--- config.mk ---
export PLATFORM = sky130hd
export DESIGN_NAME = tile_color_rotator_flat
export DESIGN_NICKNAME = d
export VERILOG_FILES = /design/src/rtl/tile_color_rotator_if.sv /design/src/rtl/tile_color_rotator.sv /design/src/flat_wrapper.sv
export SDC_FILE = /design/constraint.sdc
export NUM_CORES = 1
export LEC_CHECK = 0
export ABC_AREA = 1
export CAP_MARGIN = 20
export CORE_ASPECT_RATIO = 1.2
export CORE_UTILIZATION = 45
export CTS_CLUSTER_SIZE = 10
export DETAILED_ROUTE_END_ITERATION = 8
export HOLD_SLACK_MARGIN = 0.02
export PLACE_DENSITY = 0.76
export SLEW_MARGIN = 5
export SYNTH_ARGS = -nofsm -noshare
export SYNTH_HDL_FRONTEND = slang
export SYNTH_SLANG_ARGS = --single-unit
--- constraint.sdc ---
create_clock -name clk -period 3.77 [get_ports clk]
set_input_delay 0.754 -clock clk [delete_from_list [all_inputs] [get_ports clk]]
set_output_delay 0.754 -clock clk [all_outputs]
set_load 0.02 [all_outputs]
--- src/rtl/tile_color_rotator_if.sv ---
// Pixel-path bundle between the VGA timing generator, the tile colour rotator and the RGB pins.
// visible qualifies each pixel; the stream has no backpressure, so there is no ready signal.
interface tile_color_rotator_if #(
    parameter int COLOR_W = 8
);
    logic [9:0]         xOrd;
    logic [9:0]         yOrd;
    logic               visible;
    logic               frame_start;
    logic [1:0]         mode;
    logic               dir;
    logic               pause;
    logic               step;
    logic [COLOR_W-1:0] red;
    logic [COLOR_W-1:0] green;
    logic [COLOR_W-1:0] blue;
    logic [1:0]         rot_idx;

    modport master (
        output xOrd, yOrd, visible, frame_start, mode, dir, pause, step,
        input  red, green, blue, rot_idx
    );

    modport slave (
        input  xOrd, yOrd, visible, frame_start, mode, dir, pause, step,
        output red, green, blue, rot_idx
    );
endinterface

--- src/rtl/tile_color_rotator.sv ---
// Tile-pattern colour generator: maps each pixel to a 4-entry palette by tile position and
// pattern mode, rotating the palette at ROT_HZ with tear-free commits at frame start.
module tile_color_rotator #(
    parameter int CLK_HZ  = 50000000,
    parameter int ROT_HZ  = 1,
    parameter int H_RES   = 640,
    parameter int V_RES   = 480,
    parameter int TILES_X = 2,
    parameter int TILES_Y = 2,
    parameter int COLOR_W = 8
) (
    input logic clk,
    input logic rst_n,
    tile_color_rotator_if.slave px
);
    localparam int TICK_N = CLK_HZ / ROT_HZ;
    localparam int CNT_W  = $clog2(TICK_N);
    localparam int TILE_W = H_RES / TILES_X;
    localparam int TILE_H = V_RES / TILES_Y;
    localparam logic [1:0] TX_M4 = 2'(TILES_X % 4);
    localparam logic [COLOR_W-1:0] C_ON  = '1;
    localparam logic [COLOR_W-1:0] C_OFF = '0;

    logic [CNT_W-1:0]   cnt_q;
    logic               pending_q;
    logic [1:0]         rot_q;
    logic [1:0]         mode_q;
    logic               dir_q;
    logic [COLOR_W-1:0] red_q, green_q, blue_q;

    logic               tick;
    logic               req;
    logic [9:0]         tx_raw, ty_raw;
    logic [1:0]         tx, ty;
    logic [1:0]         pal_idx;
    logic [COLOR_W-1:0] red_d, green_d, blue_d;

    assign tick = !px.pause && (cnt_q == CNT_W'(TICK_N - 1));
    assign req  = tick || (px.step && px.pause);

    // Only the low two bits of the tile coordinates matter: every palette sum is taken mod 4.
    always_comb begin
        tx_raw = px.xOrd / 10'(TILE_W);
        ty_raw = px.yOrd / 10'(TILE_H);
        tx     = (tx_raw > 10'(TILES_X - 1)) ? 2'((TILES_X - 1) % 4) : tx_raw[1:0];
        ty     = (ty_raw > 10'(TILES_Y - 1)) ? 2'((TILES_Y - 1) % 4) : ty_raw[1:0];
        case (mode_q)
            2'd0:    pal_idx = 2'(ty * TX_M4) + tx + rot_q;
            2'd1:    pal_idx = tx + ty + rot_q;
            2'd2:    pal_idx = ty + rot_q;
            default: pal_idx = rot_q;
        endcase
    end

    always_comb begin
        red_d   = C_OFF;
        green_d = C_OFF;
        blue_d  = C_OFF;
        if (px.visible) begin
            case (pal_idx)
                2'd0:    green_d = C_ON;
                2'd1:    begin red_d = C_ON; green_d = C_ON; end
                2'd2:    red_d = C_ON;
                default: blue_d = C_ON;
            endcase
        end
    end

    always_ff @(posedge clk) begin
        if (!rst_n) begin
            cnt_q     <= '0;
            pending_q <= 1'b0;
            rot_q     <= 2'd0;
            mode_q    <= 2'd0;
            dir_q     <= 1'b0;
            red_q     <= C_OFF;
            green_q   <= C_OFF;
            blue_q    <= C_OFF;
        end else begin
            if (!px.pause) cnt_q <= tick ? '0 : cnt_q + 1'b1;
            // The rotation at a frame start still uses the previous frame's direction.
            if (px.frame_start) begin
                if (pending_q || req) rot_q <= dir_q ? rot_q - 2'd1 : rot_q + 2'd1;
                pending_q <= 1'b0;
                mode_q    <= px.mode;
                dir_q     <= px.dir;
            end else if (req) begin
                pending_q <= 1'b1;
            end
            red_q   <= red_d;
            green_q <= green_d;
            blue_q  <= blue_d;
        end
    end

    assign px.red     = red_q;
    assign px.green   = green_q;
    assign px.blue    = blue_q;
    assign px.rot_idx = rot_q;
endmodule

--- src/flat_wrapper.sv ---
// flat-port wrapper written by rule: the top's interface ports become plain ports
module tile_color_rotator_flat 
#(
    parameter int CLK_HZ  = 50000000,
    parameter int ROT_HZ  = 1,
    parameter int H_RES   = 640,
    parameter int V_RES   = 480,
    parameter int TILES_X = 2,
    parameter int TILES_Y = 2,
    parameter int COLOR_W = 8
)
  (clk, rst_n, px_xOrd, px_yOrd, px_visible, px_frame_start, px_mode, px_dir, px_pause, px_step, px_red, px_green, px_blue, px_rot_idx);
  tile_color_rotator_if #(.COLOR_W(COLOR_W)) px_i ();
  input logic clk;
  input logic rst_n;
  input wire logic [$bits(px_i.xOrd)-1:0] px_xOrd;
  input wire logic [$bits(px_i.yOrd)-1:0] px_yOrd;
  input wire logic [$bits(px_i.visible)-1:0] px_visible;
  input wire logic [$bits(px_i.frame_start)-1:0] px_frame_start;
  input wire logic [$bits(px_i.mode)-1:0] px_mode;
  input wire logic [$bits(px_i.dir)-1:0] px_dir;
  input wire logic [$bits(px_i.pause)-1:0] px_pause;
  input wire logic [$bits(px_i.step)-1:0] px_step;
  output wire logic [$bits(px_i.red)-1:0] px_red;
  output wire logic [$bits(px_i.green)-1:0] px_green;
  output wire logic [$bits(px_i.blue)-1:0] px_blue;
  output wire logic [$bits(px_i.rot_idx)-1:0] px_rot_idx;
  assign px_i.xOrd = px_xOrd;
  assign px_i.yOrd = px_yOrd;
  assign px_i.visible = px_visible;
  assign px_i.frame_start = px_frame_start;
  assign px_i.mode = px_mode;
  assign px_i.dir = px_dir;
  assign px_i.pause = px_pause;
  assign px_i.step = px_step;
  assign px_red = px_i.red;
  assign px_green = px_i.green;
  assign px_blue = px_i.blue;
  assign px_rot_idx = px_i.rot_idx;
  tile_color_rotator #(.CLK_HZ(CLK_HZ), .ROT_HZ(ROT_HZ), .H_RES(H_RES), .V_RES(V_RES), .TILES_X(TILES_X), .TILES_Y(TILES_Y), .COLOR_W(COLOR_W)) u_core (.clk(clk), .rst_n(rst_n), .px(px_i));
endmodule
Yosys cells after proc, flatten, opt, wreduce, memory -nomap -nowiden
Index checks and enable logic that the tools add are counted.
W data, S select, Z words.
{"block": "op_classes", "n_addsub": 8, "mul": 0, "div": 2, "n_lt_le_gt_ge": 2, "n_eq_ne": 5, "shift": 0, "mux": 8, "bitwise_logic": 1, "n_reduce_logical": 13}
{"op": "$add A26 B1 Y26 const B", "n": 1}
{"op": "$eq A26 B26 Y1 const B", "n": 1}
{"op": "$mux W26", "n": 1}
{"op": "$mux W8", "n": 3}
{"op": "$gt A10 B1 Y1 const B", "n": 2}
{"op": "$add A2 B2 Y2", "n": 5}
{"op": "$div A10 B8 Y10 const B", "n": 1}
{"op": "$div A10 B9 Y10 const B", "n": 1}
{"op": "$mux W2", "n": 3}
{"op": "$pmux W2 S3", "n": 1}
{"op": "$reduce_or A2 Y1", "n": 3}
{"op": "$eq A2 B1 Y1 const B", "n": 2}
{"op": "$eq A2 B2 Y1 const B", "n": 2}
{"op": "$logic_not A2 Y1", "n": 2}
{"op": "$reduce_and A2 Y1", "n": 2}
{"op": "$reduce_or A3 Y1", "n": 1}
{"op": "$add A2 B1 Y2 const B", "n": 1}
{"op": "$logic_and A1 B1 Y1", "n": 2}
{"op": "$logic_or A1 B1 Y1", "n": 2}
{"op": "$sub A2 B1 Y2 const B", "n": 1}
{"op": "$logic_not A1 Y1", "n": 1}
{"op": "$not A1 Y1", "n": 1}
{"block": "totals", "ff_bits": 56, "latchBits": 0, "mem_bits_rw": 0, "mem_bits_ro": 0, "input_bits": 29, "output_inout_bits": 26, "word_cells": 47, "memories": 0}

Logic depth before layout (Yosys ltp)
Gate-level depths: netlist of run 1.
{"block": "logic_depth", "word_depth": 9, "mapped_depth": 11, "depth_no_buf": 11}

Least setup slack after synthesis of run 1
OpenSTA, ideal clock, no wires.
{"block": "synth_path", "path_kind": "input to register", "from": "input port px_yOrd[9]", "to": "register u_core.red_q[6] (netlist: u_core.px.red[6])", "setup_time_ns": 0.113, "t_arrival_ns": 2.270, "t_required_ns": 3.657, "slack_ns": 1.387, "stages": 11, "path_buffers": 0, "cell_sequence": "nor2_1 o21ai_0 fa_1 o21ai_0 nand3_1 o21ai_0 nor2_1 a21oi_1 ha_1 inv_1 nor2_1"}
{"block": "synth_between", "elab_chain_cells": 9, "elab_cells_between_ends": 13, "cone_classes": "add/sub (5); div (1); order compare (1); eq/ne (2); mux (3); reduce/logical (1)"}
{"item": "start, declared", "line": "flat_wrapper.sv:17", "source": "input wire logic [$bits(px_i.yOrd)-1:0] px_yOrd;"}
{"item": "$div A10 B8 Y10 *", "line": "tile_color_rotator.sv:44", "source": "ty_raw = px.yOrd / 10'(TILE_H);"}
{"item": "$gt A10 B1 Y1", "line": "tile_color_rotator.sv:46", "source": "ty = (ty_raw > 10'(TILES_Y - 1)) ? 2'((TILES_Y - 1) % 4) : ty_raw[1:0];"}
{"item": "$mux W2 *", "line": "tile_color_rotator.sv:46"}
{"item": "$add A2 B2 Y2, on equally long branches (2 in series)", "line": "tile_color_rotator.sv:49, tile_color_rotator.sv:48"}
{"item": "$pmux W2 S3 *", "line": "tile_color_rotator.sv:47", "source": "case (mode_q)"}
{"item": "$eq A2 B1 Y1 or $eq A2 B2 Y1 (tied branches)", "line": "tile_color_rotator.sv:60", "source": "case (pal_idx)"}
{"item": "$reduce_or A2 Y1 (no source line) *"}
{"item": "$mux W8 *", "line": "tile_color_rotator.sv:60"}
{"item": "end signal, assigned", "line": "tile_color_rotator.sv:90", "source": "red_q <= red_d;"}
{"item": "end, declared", "line": "tile_color_rotator.sv:29", "source": "logic [COLOR_W-1:0] red_q, green_q, blue_q;"}
Mark *: on every way between the ends. The rest lies on a longest branch, timed or not.
A chain may end at the register's enable or synchronous reset.

Worst setup path after layout of run 1
{"block": "layout_path", "from": "input port px_yOrd[5]", "to": "register u_core.red_q[6] (netlist: u_core.px.red[6])"}
The elaborated chain is that of the path after synthesis.

==> impl_metrics.csv, run 1 <==
group,metric,value,unit
outcome,outcome,"finished, final reports clean",
global_routing,initial_antenna_violation_count,0,
global_routing,gr-total-overflow,0,
drt,postRouteWirelength,3900,um
worst_hold_path,hold_class,"reg2reg",
logic_synthesis,synth_fp_nets,316,
sta,final.hold.worst_slack,0.480,ns
critical_path,timing.rr.end,"u_core.px.red[6]$_SDFF_PN0_",
global_routing,grt_pass1_wl,6690,um
worst_hold_path,timing.hold.worst.start,"u_core.cnt_q[9]$_SDFFE_PN0N_",
floorplan,placeableCoreArea,0.00426,mm2
logic_synthesis,yosys_register_bits,35,
critical_path,crit_fanout,3,
critical_path,slowest_delay,0.51,ns
critical_path,crit_type,"in2reg",
logic_synthesis,yosysTopAreaCellShare,35.2,%
logic_synthesis,syn-cell-area,0.00199,mm2
logic_synthesis,synthesis.area_per_instance,7.06,um2
critical_path,critical_path.startpoint_type,"primary input",
critical_path,worst-endpoint-required,3.97,ns
critical_path,setup.reg_to_reg.worst_slack,1.89,ns
sta,post-route-period-util,71.1,%
clock_network,cts_buffers,5,
floorplan,die_height,74.9,um
clock_network,tritoncts_num_sinks,35,
drt,wl_per_cell,10.7,um
finish,fraction_of_layout_instances_using_a_drive_strength_above_1,7.10,%
finish,post_layout_nonfiller_instances,366,
drt,vias,1732,
critical_path,ff2ff_path_depth,9,
global_routing,largest_net_degree_at_the_start_of_global_routing,15,
clock_network,cts_resized,0,
sta,finalCriticalPeriod,2.68,ns
power,vdd.ir_drop.worst,318,uV
clock_network,cts-hold-fix-buffers,0,
clock_network,cts.repair_timing.setup_buffer_count,0,
finish,layout.cells.most_common,"nor2_1",
floorplan,pin_count,55,
critical_path,count_of_buffer_and_inverter_cells_on_the_critical_path,3,
sta,worst_pin_slew,0.518,ns
floorplan,fp.dieW,62.7,um
placed_design,dpl-instance-area,0.00232,mm2
drt,detail_route.iter0.violations,60,
logic_synthesis,synth.area.top_cells,"dfxtp_1 35%, nor2_1 11%, nand2_1 8.3%, buf_4 7.9%, nand3_1 5.3%",
floorplan,placementRows,26,
sta,finalSetupTns,0,ns
sta,timing_hold_violations_final,0,
sta,timing.slew.headroom,65.1,%
placed_design,placed_cells,358,
clock_network,clock_latency,0.30,ns
worst_hold_path,whs_path_depth,1,
flow_run,timing.max_cap.violations,0,
finish,n_fill_cell,411,
critical_path,critical-path-top-delay-family,"adder cells",
drt,dr.pass1.iters,4,
logic_synthesis,yosys.area.top_type,"dfxtp_1",
finish,final_cell_mix,"57 x nor2_1, 44 x nand2_1, 44 x clkdlybuf4s50_1",
power,leakage,0.951,nW
sta,fmax,373,MHz
critical_path,worst_path_max_delay_cell,"fa_1",
critical_path,cp_cell_sequence,"clkdlybuf4s50_1, nand2_1, o21ai_0, fa_1, nand2_1, nand3_1, o31ai_1, inv_1, ha_1, inv_1, nor2_1",
logic_synthesis,synth.yosys.seq_area_share,35.2,%
critical_path,arrival,2.88,ns
floorplan,initial_utilization,46.7,%
clock_network,clock_root_buffer,"clkbuf_8",
critical_path,crit_path_end_kind,"register",
placed_design,finalWeightedCongestion,0.838,
drt,route.detailed.vias_per_inst,4.73,
finish,diodes,0,
sta,timing.clock.skew,0.0111,ns
logic_synthesis,netlist_instances,282,
sta,timing.final.setup_violations,0,
global_routing,grt_use_total,18.6,%
finish,synthToLayoutAreaGrowth,22.6,%
logic_synthesis,ys_types,29,
critical_path,timing.rr.start,"u_core.px.rot_idx[0]$_SDFFE_PN0P_",
floorplan,die-area,0.00470,mm2
clock_network,ctsLongestPathBuffers,2,
finish,fin_nets,343,
power,power_density,365,mW/mm2
sta,report.final.slew_viol_count,0,
worst_hold_path,min_to,"u_core.cnt_q[9]$_SDFFE_PN0N_",
sta,setup_repair_after_global_routing_missed_its_margin,"false",
placed_design,dp_hpwl,2940,um
drt,drt_drc_violations_left,0,
logic_synthesis,synth-warning-count,0,
global_routing,via_count_of_the_first_global_routing_pass,1598,
clock_network,htree_depth,2,
drt,ant_nets,0,
clock_network,tritoncts,"yes",
clock_network,path_clk_slew,0.08,ns
placed_design,placement.io_buffers,44,
finish,finalInstanceArea,0.00244,mm2
finish,finalCoreUtilization,57.3,%
[stage by stage]
stage,power [mW],setup WS [ns]
final,0.891,1.09
after global routing,0.932,0.902
after CTS,0.904,1.06
after detailed placement,0.548,0.785
after global placement,0.546,0.778
after floorplan,0.501,1.39
[cells in the mapped netlist]
cell type	n
nor2_1	57
nand2_1	44
dfxtp_1	35
inv_1	25
buf_4	21
nand3_1	21
o21ai_0	15
a21oi_1	14
nor3_1	8
xor2_1	7
xnor2_1	5
ha_1	4
nand4_1	4
o21ai_2	3
inv_2	2
nand2_4	2
nand3_2	2
nor2_2	2
and2_1	1
and3_1	1
buf_6	1
clkbuf_1	1
clkbuf_2	1
fa_1	1
nand2_2	1
nor2_4	1
nor3_4	1
o21a_1	1
o31ai_1	1
[routing by layer]
layer,track usage [%],up-vias,share of wire (%)
li1,-,936,-
met1,19.8,751,46
met2,33.8,35,48
met3,5.00,10,3.8
met4,10.9,0,2.6
met5,0,-,0
[cells by family (layout without fill, tap and decap cells)]
group | count (synthesis) | count (layout) | share of synthesized area, %
simple gates | 145 | 145 | 32.7
fa+ha+maj | 5 | 5 | 3.52
compound gates | 34 | 34 | 9.36
buf+inv | 51 | 79 | 14.0
xor+xnor | 12 | 12 | 5.28
flops | 35 | 35 | 35.2
[power breakdown]
group / total [mW] / leakage (nW) / internal [mW] / switching [mW]
combinational: 0.150 / 0.606 / 0.0745 / 0.0750
sequential: 0.390 / 0.284 / 0.378 / 0.0113
clock: 0.352 / 0.0612 / 0.214 / 0.138
total: 0.891 / 0.951 / 0.667 / 0.224
[worst max-delay path by stage]
stage,startpoint,endpoint,slack (ns),cells after the start
floorplan,px_yOrd[9],u_core.px.red[6]$_SDFF_PN0_,1.39,11
global placement,px_yOrd[7],u_core.px.red[6]$_SDFF_PN0_,0.78,11
detailed placement,px_yOrd[7],u_core.px.red[6]$_SDFF_PN0_,0.78,11
CTS,px_yOrd[6],u_core.px.red[6]$_SDFF_PN0_,1.06,11
global route,px_yOrd[7],u_core.px.red[6]$_SDFF_PN0_,0.90,11
finish,px_yOrd[5],u_core.px.red[6]$_SDFF_PN0_,1.09,11
[state kept, by name, indices dropped and copies added, names as in the netlist]
register and count:
u_core.dir_q 1, u_core.pending_q 1, u_core.px.rot_idx 2, u_core.px.green 1, u_core.cnt_q 26, u_core.mode_q 2, u_core.px.blue 1, u_core.px.red 1
[cell type report]
type | instances | area, um2 | area share, %
timing repair buffer | 44 | 440 | 18.0
tap | 56 | 70.1 | 2.87
multi-input combinational | 196 | 1010 | 41.4
clock inverter | 2 | 35.0 | 1.43
inverter | 27 | 101 | 4.15
clock buffer | 6 | 82.6 | 3.38
sequential | 35 | 701 | 28.7
(Power assumes the default switching activity.)
==> run 2: changes to the inputs <==
CORE_UTILIZATION = 43   (was 45)
clock period = 2.3 ns   (was 3.77 ns; I/O delays follow)
==> run 2 against run 1 <==
Die area rose by 4.5%. Register-to-register slack worse by 1.4 ns. Worst setup slack lost 0.95 ns. Critical path depth increased by 2. Sequential cell count is the same. Combinational power rose by 77%. Largest power group unchanged. Hold slack improved by 0.0015 ns. Cell area increased by 1.6%. Utilization decreased by 0.36 points. Global-route usage shrank 0.38 points. Critical endpoint unchanged. Sequential share of layout area down 0.46 points. Clock power grew 40%.
==> impl_metrics.csv, run 2 (synthesis results as in run 1) <==
group,metric,value,unit
clock_network,tritoncts_num_sinks,35,
finish,flip_flop_count_of_the_largest_register_after_layout,26,
drt,drt_drc_violations_left,0,
placed_design,dpl-instance-area,0.00237,mm2
clock_network,ctsLongestPathBuffers,2,
finish,diodes,0,
critical_path,arrival,2.36,ns
floorplan,placeableCoreArea,0.00436,mm2
drt,postRouteWirelength,4120,um
clock_network,path_clk_slew,0.07,ns
critical_path,setup.reg_to_reg.worst_slack,0.49,ns
critical_path,worst-endpoint-required,2.50,ns
global_routing,via_count_of_the_first_global_routing_pass,1690,
finish,finalCoreUtilization,56.9,%
global_routing,grt_pass1_wl,7020,um
clock_network,cts_buffers,5,
placed_design,dp_hpwl,3140,um
drt,route.detailed.vias_per_inst,4.83,
critical_path,critical-path-top-delay-family,"adder cells",
sta,timing.clock.skew,0.00958,ns
sta,post-route-period-util,94.0,%
worst_hold_path,min_to,"u_core.cnt_q[9]$_SDFFE_PN0N_",
floorplan,initial_utilization,45.7,%
global_routing,largest_net_degree_at_the_start_of_global_routing,15,
power,power_density,563,mW/mm2
floorplan,placementRows,26,
finish,post_layout_nonfiller_instances,372,
floorplan,pin_count,55,
floorplan,fp.dieW,64.1,um
global_routing,gr-total-overflow,0,
power,leakage,0.967,nW
clock_network,tritoncts,"yes",
finish,layout.cells.most_common,"nor2_1",
sta,finalCriticalPeriod,2.16,ns
critical_path,ff2ff_path_depth,8,
placed_design,placed_cells,364,
sta,worst_pin_slew,0.350,ns
finish,fraction_of_layout_instances_using_a_drive_strength_above_1,9.81,%
finish,final_cell_mix,"57 x nor2_1, 44 x nand2_1, 44 x clkdlybuf4s50_1",
sta,finalSetupTns,0,ns
clock_network,clock_latency,0.30,ns
finish,largest_register,"u_core.cnt_q",
clock_network,cts-hold-fix-buffers,0,
sta,timing.final.setup_violations,0,
outcome,outcome,"finished, final reports clean",
sta,timing.slew.headroom,76.6,%
critical_path,timing.rr.start,"u_core.px.rot_idx[0]$_SDFFE_PN0P_",
drt,dr.pass1.iters,4,
global_routing,initial_antenna_violation_count,0,
critical_path,crit_type,"in2reg",
critical_path,critical_path.startpoint_type,"primary input",
finish,n_fill_cell,442,
finish,finalInstanceArea,0.00248,mm2
drt,ant_nets,0,
sta,report.final.slew_viol_count,0,
power,vdd.ir_drop.worst,403,uV
global_routing,grt_use_total,18.3,%
critical_path,cp_cell_sequence,"clkdlybuf4s50_1, nor2_1, o21ai_1, buf_4, fa_2, o21ai_2, nand3_1, o21ai_1, nor2_1, a21oi_2, ha_1, inv_1, nor2_1",
critical_path,slowest_delay,0.40,ns
sta,timing_hold_violations_final,0,
finish,total_area_of_sequential_cells,701,um2
critical_path,timing.rr.end,"u_core.px.red[6]$_SDFF_PN0_",
critical_path,worst_path_max_delay_cell,"clkdlybuf4s50_1",
worst_hold_path,hold_class,"reg2reg",
critical_path,crit_fanout,2,
drt,detail_route.iter0.violations,43,
clock_network,clock_root_buffer,"clkbuf_8",
drt,wl_per_cell,11.1,um
critical_path,crit_path_end_kind,"register",
flow_run,timing.max_cap.violations,0,
drt,vias,1797,
floorplan,die_height,76.6,um
critical_path,count_of_buffer_and_inverter_cells_on_the_critical_path,3,
worst_hold_path,timing.hold.worst.start,"u_core.cnt_q[9]$_SDFFE_PN0N_",
sta,fmax,462,MHz
placed_design,placement.io_buffers,44,
finish,multi_input_comb_area,0.00102,mm2
power,power.total,1.40,mW
clock_network,htree_depth,2,
worst_hold_path,whs_path_depth,1,
critical_path,path_common_cell,"nor2_1",
placed_design,finalWeightedCongestion,0.840,
floorplan,die-area,0.00491,mm2
finish,fin_nets,349,
finish,synthToLayoutAreaGrowth,24.6,%
-- run 2: power breakdown --
group / leakage (nW) / switching [mW] / internal [mW]
registers: 0.284 / 0.0185 / 0.620
clock network: 0.0515 / 0.220 / 0.273
logic: 0.632 / 0.131 / 0.135
total: 0.967 / 0.370 / 1.03
-- run 2: area by class of cell --
class / instances / share of cell area (%)
multi-input combinational: 196 / 41.3
sequential: 35 / 28.2
timing repair buffer: 50 / 19.6
inverter: 27 / 4.08
clock buffer: 8 / 4.03
tap: 56 / 2.82
-- run 2: through the flow --
step                hold slack (ns)  setup WS (ns)
global placement              0.459         -0.293
global route                  0.540        -0.0166
detailed placement            0.465         -0.384
CTS                           0.480         0.0182
finish                        0.481          0.137
floorplan                     0.443          0.211
-- run 2: per-layer routing --
layer,wire length [um],global-route usage [%],vias up
met5,0,0,-
met4,81,8.67,0
met3,162,4.79,7
met2,2160,33.6,29
met1,1720,18.7,815
li1,-,-,946
-- run 2: repair_timing --
action	CTS	global route
endpoints found under the setup margin	1	2
buffers inserted	0	0
pin swaps	1	9
endpoints found under the hold margin	0	0
resized for setup	2	7
-- run 2: worst max-delay path by stage --
| stage | endpoint | cells past startpoint | slack (ns) | startpoint |
|---|---|---|---|---|
| after global placement | u_core.px.red[6]$_SDFF_PN0_ | 13 | -0.29 | px_yOrd[9] |
| final | u_core.px.red[6]$_SDFF_PN0_ | 13 | 0.14 | px_yOrd[8] |
| after CTS | u_core.px.red[6]$_SDFF_PN0_ | 13 | 0.02 | px_yOrd[9] |
| after global routing | u_core.px.red[6]$_SDFF_PN0_ | 13 | -0.02 | px_yOrd[8] |
| after detailed placement | u_core.px.red[6]$_SDFF_PN0_ | 13 | -0.38 | px_yOrd[9] |
| after floorplan | u_core.px.red[6]$_SDFF_PN0_ | 11 | 0.21 | px_yOrd[9] |
-- run 2: worst register-to-register path, delay by kind of cell, from the launching register on --
family          cells  cell delay [ns]
simple gates        2             0.13
fa+ha+maj           2             0.48
buf+inv             1             0.05
compound gates      1             0.16
flops               1             0.53
xor+xnor            2             0.36
==> run 3: changes to the inputs <==
GPL_TIMING_DRIVEN = 0   (was default)
==> run 3 against run 2 <==
Hold slack better by 0.0085 ns. Sequential power hardly changed. Via count up 4.0%. Highest routed layer unchanged.
==> impl_metrics.csv, run 3 (synthesis results as in run 1) <==
group,metric,value,unit
sta,finalCriticalPeriod,2.16,ns
global_routing,largest_net_degree_at_the_start_of_global_routing,11,
power,clkPwrFrac,34.0,%
power,power_density,545,mW/mm2
global_routing,initial_antenna_violation_count,0,
drt,postRouteWirelength,4170,um
floorplan,initial_utilization,45.7,%
drt,vias,1869,
sta,timing.slew.headroom,69.3,%
drt,route.detailed.vias_per_inst,4.80,
floorplan,die-area,0.00491,mm2
clock_network,tritoncts,"yes",
critical_path,timing.rr.start,"u_core.px.rot_idx[0]$_SDFFE_PN0P_",
floorplan,placeableCoreArea,0.00436,mm2
critical_path,crit_fanout,3,
critical_path,arrival,2.34,ns
floorplan,placementRows,26,
sta,timing_hold_violations_final,0,
finish,final_cell_mix,"56 x nor2_1, 44 x nand2_1, 43 x clkdlybuf4s50_1",
power,power.switching_fraction,25.6,%
critical_path,critical_path.startpoint_type,"primary input",
clock_network,tritoncts_num_sinks,35,
sta,timing.final.setup_violations,0,
finish,fin_nets,366,
placed_design,dp_hpwl,3290,um
finish,largest_register,"u_core.cnt_q",
drt,ant_nets,0,
finish,synthToLayoutAreaGrowth,30.8,%
sta,post-route-period-util,93.8,%
global_routing,via_count_of_the_first_global_routing_pass,1746,
critical_path,crit_path_end_kind,"register",
sta,report.final.slew_viol_count,0,
placed_design,finalWeightedCongestion,0.839,
clock_network,cts.repair_timing.setup_buffer_count,0,
power,cell_internal_pwr,1.06,mW
placed_design,place_ws,-0.395,ns
worst_hold_path,hold_class,"reg2reg",
sta,fmax,464,MHz
floorplan,fp.dieW,64.1,um
global_routing,grt_pass1_wl,7350,um
power,netSwitchingPower,364,uW
critical_path,setup.reg_to_reg.worst_slack,0.47,ns
clock_network,cts-hold-fix-buffers,0,
drt,drt_drc_violations_left,0,
clock_network,ctsLongestPathBuffers,2,
sta,worst_pin_slew,0.460,ns
sta,fin_ws,0.143,ns
power,vdd.ir_drop.worst,357,uV
clock_network,path_clk_slew,0.07,ns
drt,wl_per_cell,10.7,um
sta,timing.clock.skew,0.00346,ns
drt,dr.pass1.iters,4,
critical_path,crit_type,"in2reg",
global_routing,gr-total-overflow,0,
critical_path,cp_cell_sequence,"clkdlybuf4s50_1, nand2_1, o21ai_2, fa_2, nand2_1, nand3_1, o31ai_1, inv_1, ha_1, inv_1, nor2_1",
finish,diodes,0,
placed_design,placement.io_buffers,43,
global_routing,grt_use_total,18.8,%
flow_run,timing.max_cap.violations,0,
power,sequential_power_share,44.9,%
critical_path,ff2ff_path_depth,8,
finish,fraction_of_layout_instances_using_a_drive_strength_above_1,14.4,%
clock_network,clock_latency,0.29,ns
critical_path,timing.rr.end,"u_core.px.red[6]$_SDFF_PN0_",
worst_hold_path,timing.hold.worst.start,"u_core.cnt_q[9]$_SDFFE_PN0N_",
power,leakage,1.06,nW
sta,setup_repair_after_global_routing_missed_its_margin,"false",
power,power.combinational.fraction,21.1,%
sta,final.hold.worst_slack,0.490,ns
critical_path,slowest_delay,0.48,ns
outcome,outcome,"finished, final reports clean",
finish,layout.cells.most_common,"nor2_1",
floorplan,die_height,76.6,um
critical_path,worst_path_max_delay_cell,"fa_2",
drt,detail_route.iter0.violations,75,
worst_hold_path,whs_path_depth,1,
clock_network,htree_depth,2,
clock_network,cts_buffers,5,
floorplan,pin_count,55,
worst_hold_path,min_to,"u_core.cnt_q[9]$_SDFFE_PN0N_",
finish,flip_flop_count_of_the_largest_register_after_layout,26,
clock_network,clock_root_buffer,"clkbuf_8",
critical_path,worst-endpoint-required,2.48,ns
## run 3: cell count changes in the layout (fill, tap and decap cells not counted), sizes merged
cell | previous run | this run
buf | 6 | 22
clkbuf | 8 | 10
clkdlybuf4s50 | 44 | 43
## run 3: metal layers
| metal | wire length, um | vias to the layer above | track usage (%) |
|---|---|---|---|
| met1 | 1730 | 836 | 20.1 |
| met3 | 190 | 8 | 4.79 |
| met5 | 0 | - | 0 |
| li1 | - | 986 | - |
| met2 | 2170 | 39 | 34.4 |
| met4 | 78 | 0 | 7.33 |
## run 3: worst max path at each step
stage	from	endpoint	slack, ns	depth (start not counted)
after floorplan	px_yOrd[9]	u_core.px.red[6]$_SDFF_PN0_	0.21	11
after CTS	px_yOrd[9]	u_core.px.red[6]$_SDFF_PN0_	0.008	12
after detailed placement	px_yOrd[7]	u_core.px.red[6]$_SDFF_PN0_	-0.39	11
after global placement	px_yOrd[7]	u_core.px.red[6]$_SDFF_PN0_	-0.37	11
after global routing	px_yOrd[6]	u_core.px.red[6]$_SDFF_PN0_	0.005	11
final	px_yOrd[7]	u_core.px.red[6]$_SDFF_PN0_	0.14	11
## run 3: critical path, delay by kind of cell
kind	cells	cell delay, ns
fa+ha+maj	2	0.77
compound gates	2	0.30
simple gates	4	0.23
buf+inv	3	0.59
## run 3: repair_timing
item / 4_1_cts / 5_1_grt
setup endpoints to repair: 2 / 2
gates resized for setup: 1 / 6
pin swaps: 0 / 1
## run 3: area by class of cell
cell class,instances,area [um2]
clock buffer,8,100
fill,422,1750
timing repair buffer,43,430
tap,56,70.1
sequential,35,701
multi-input combinational,196,1020
inverter,27,101
buffer,24,178
## run 3: stage by stage
stage,setup TNS [ns],utilization [%],total power [mW],instance area (um2),cells
after floorplan,0,-,0.821,1990,282
after global placement,-0.891,57.2,0.944,2490,381
after detailed placement,-0.969,57.2,0.947,2490,381
after CTS,0,59.5,1.43,2590,389
after global routing,0,59.8,1.49,2610,389
final,0,59.8,1.42,2610,389
## run 3: power by group through the flow
stage / Clock (mW) / Combinational (mW) / Sequential [mW]
2_1_floorplan: 0 / 0.165 / 0.656
3_3_place_gp: 0 / 0.293 / 0.651
3_5_place_dp: 0 / 0.296 / 0.652
4_1_cts: 0.497 / 0.297 / 0.638
5_1_grt: 0.523 / 0.327 / 0.641
6_report: 0.483 / 0.299 / 0.638
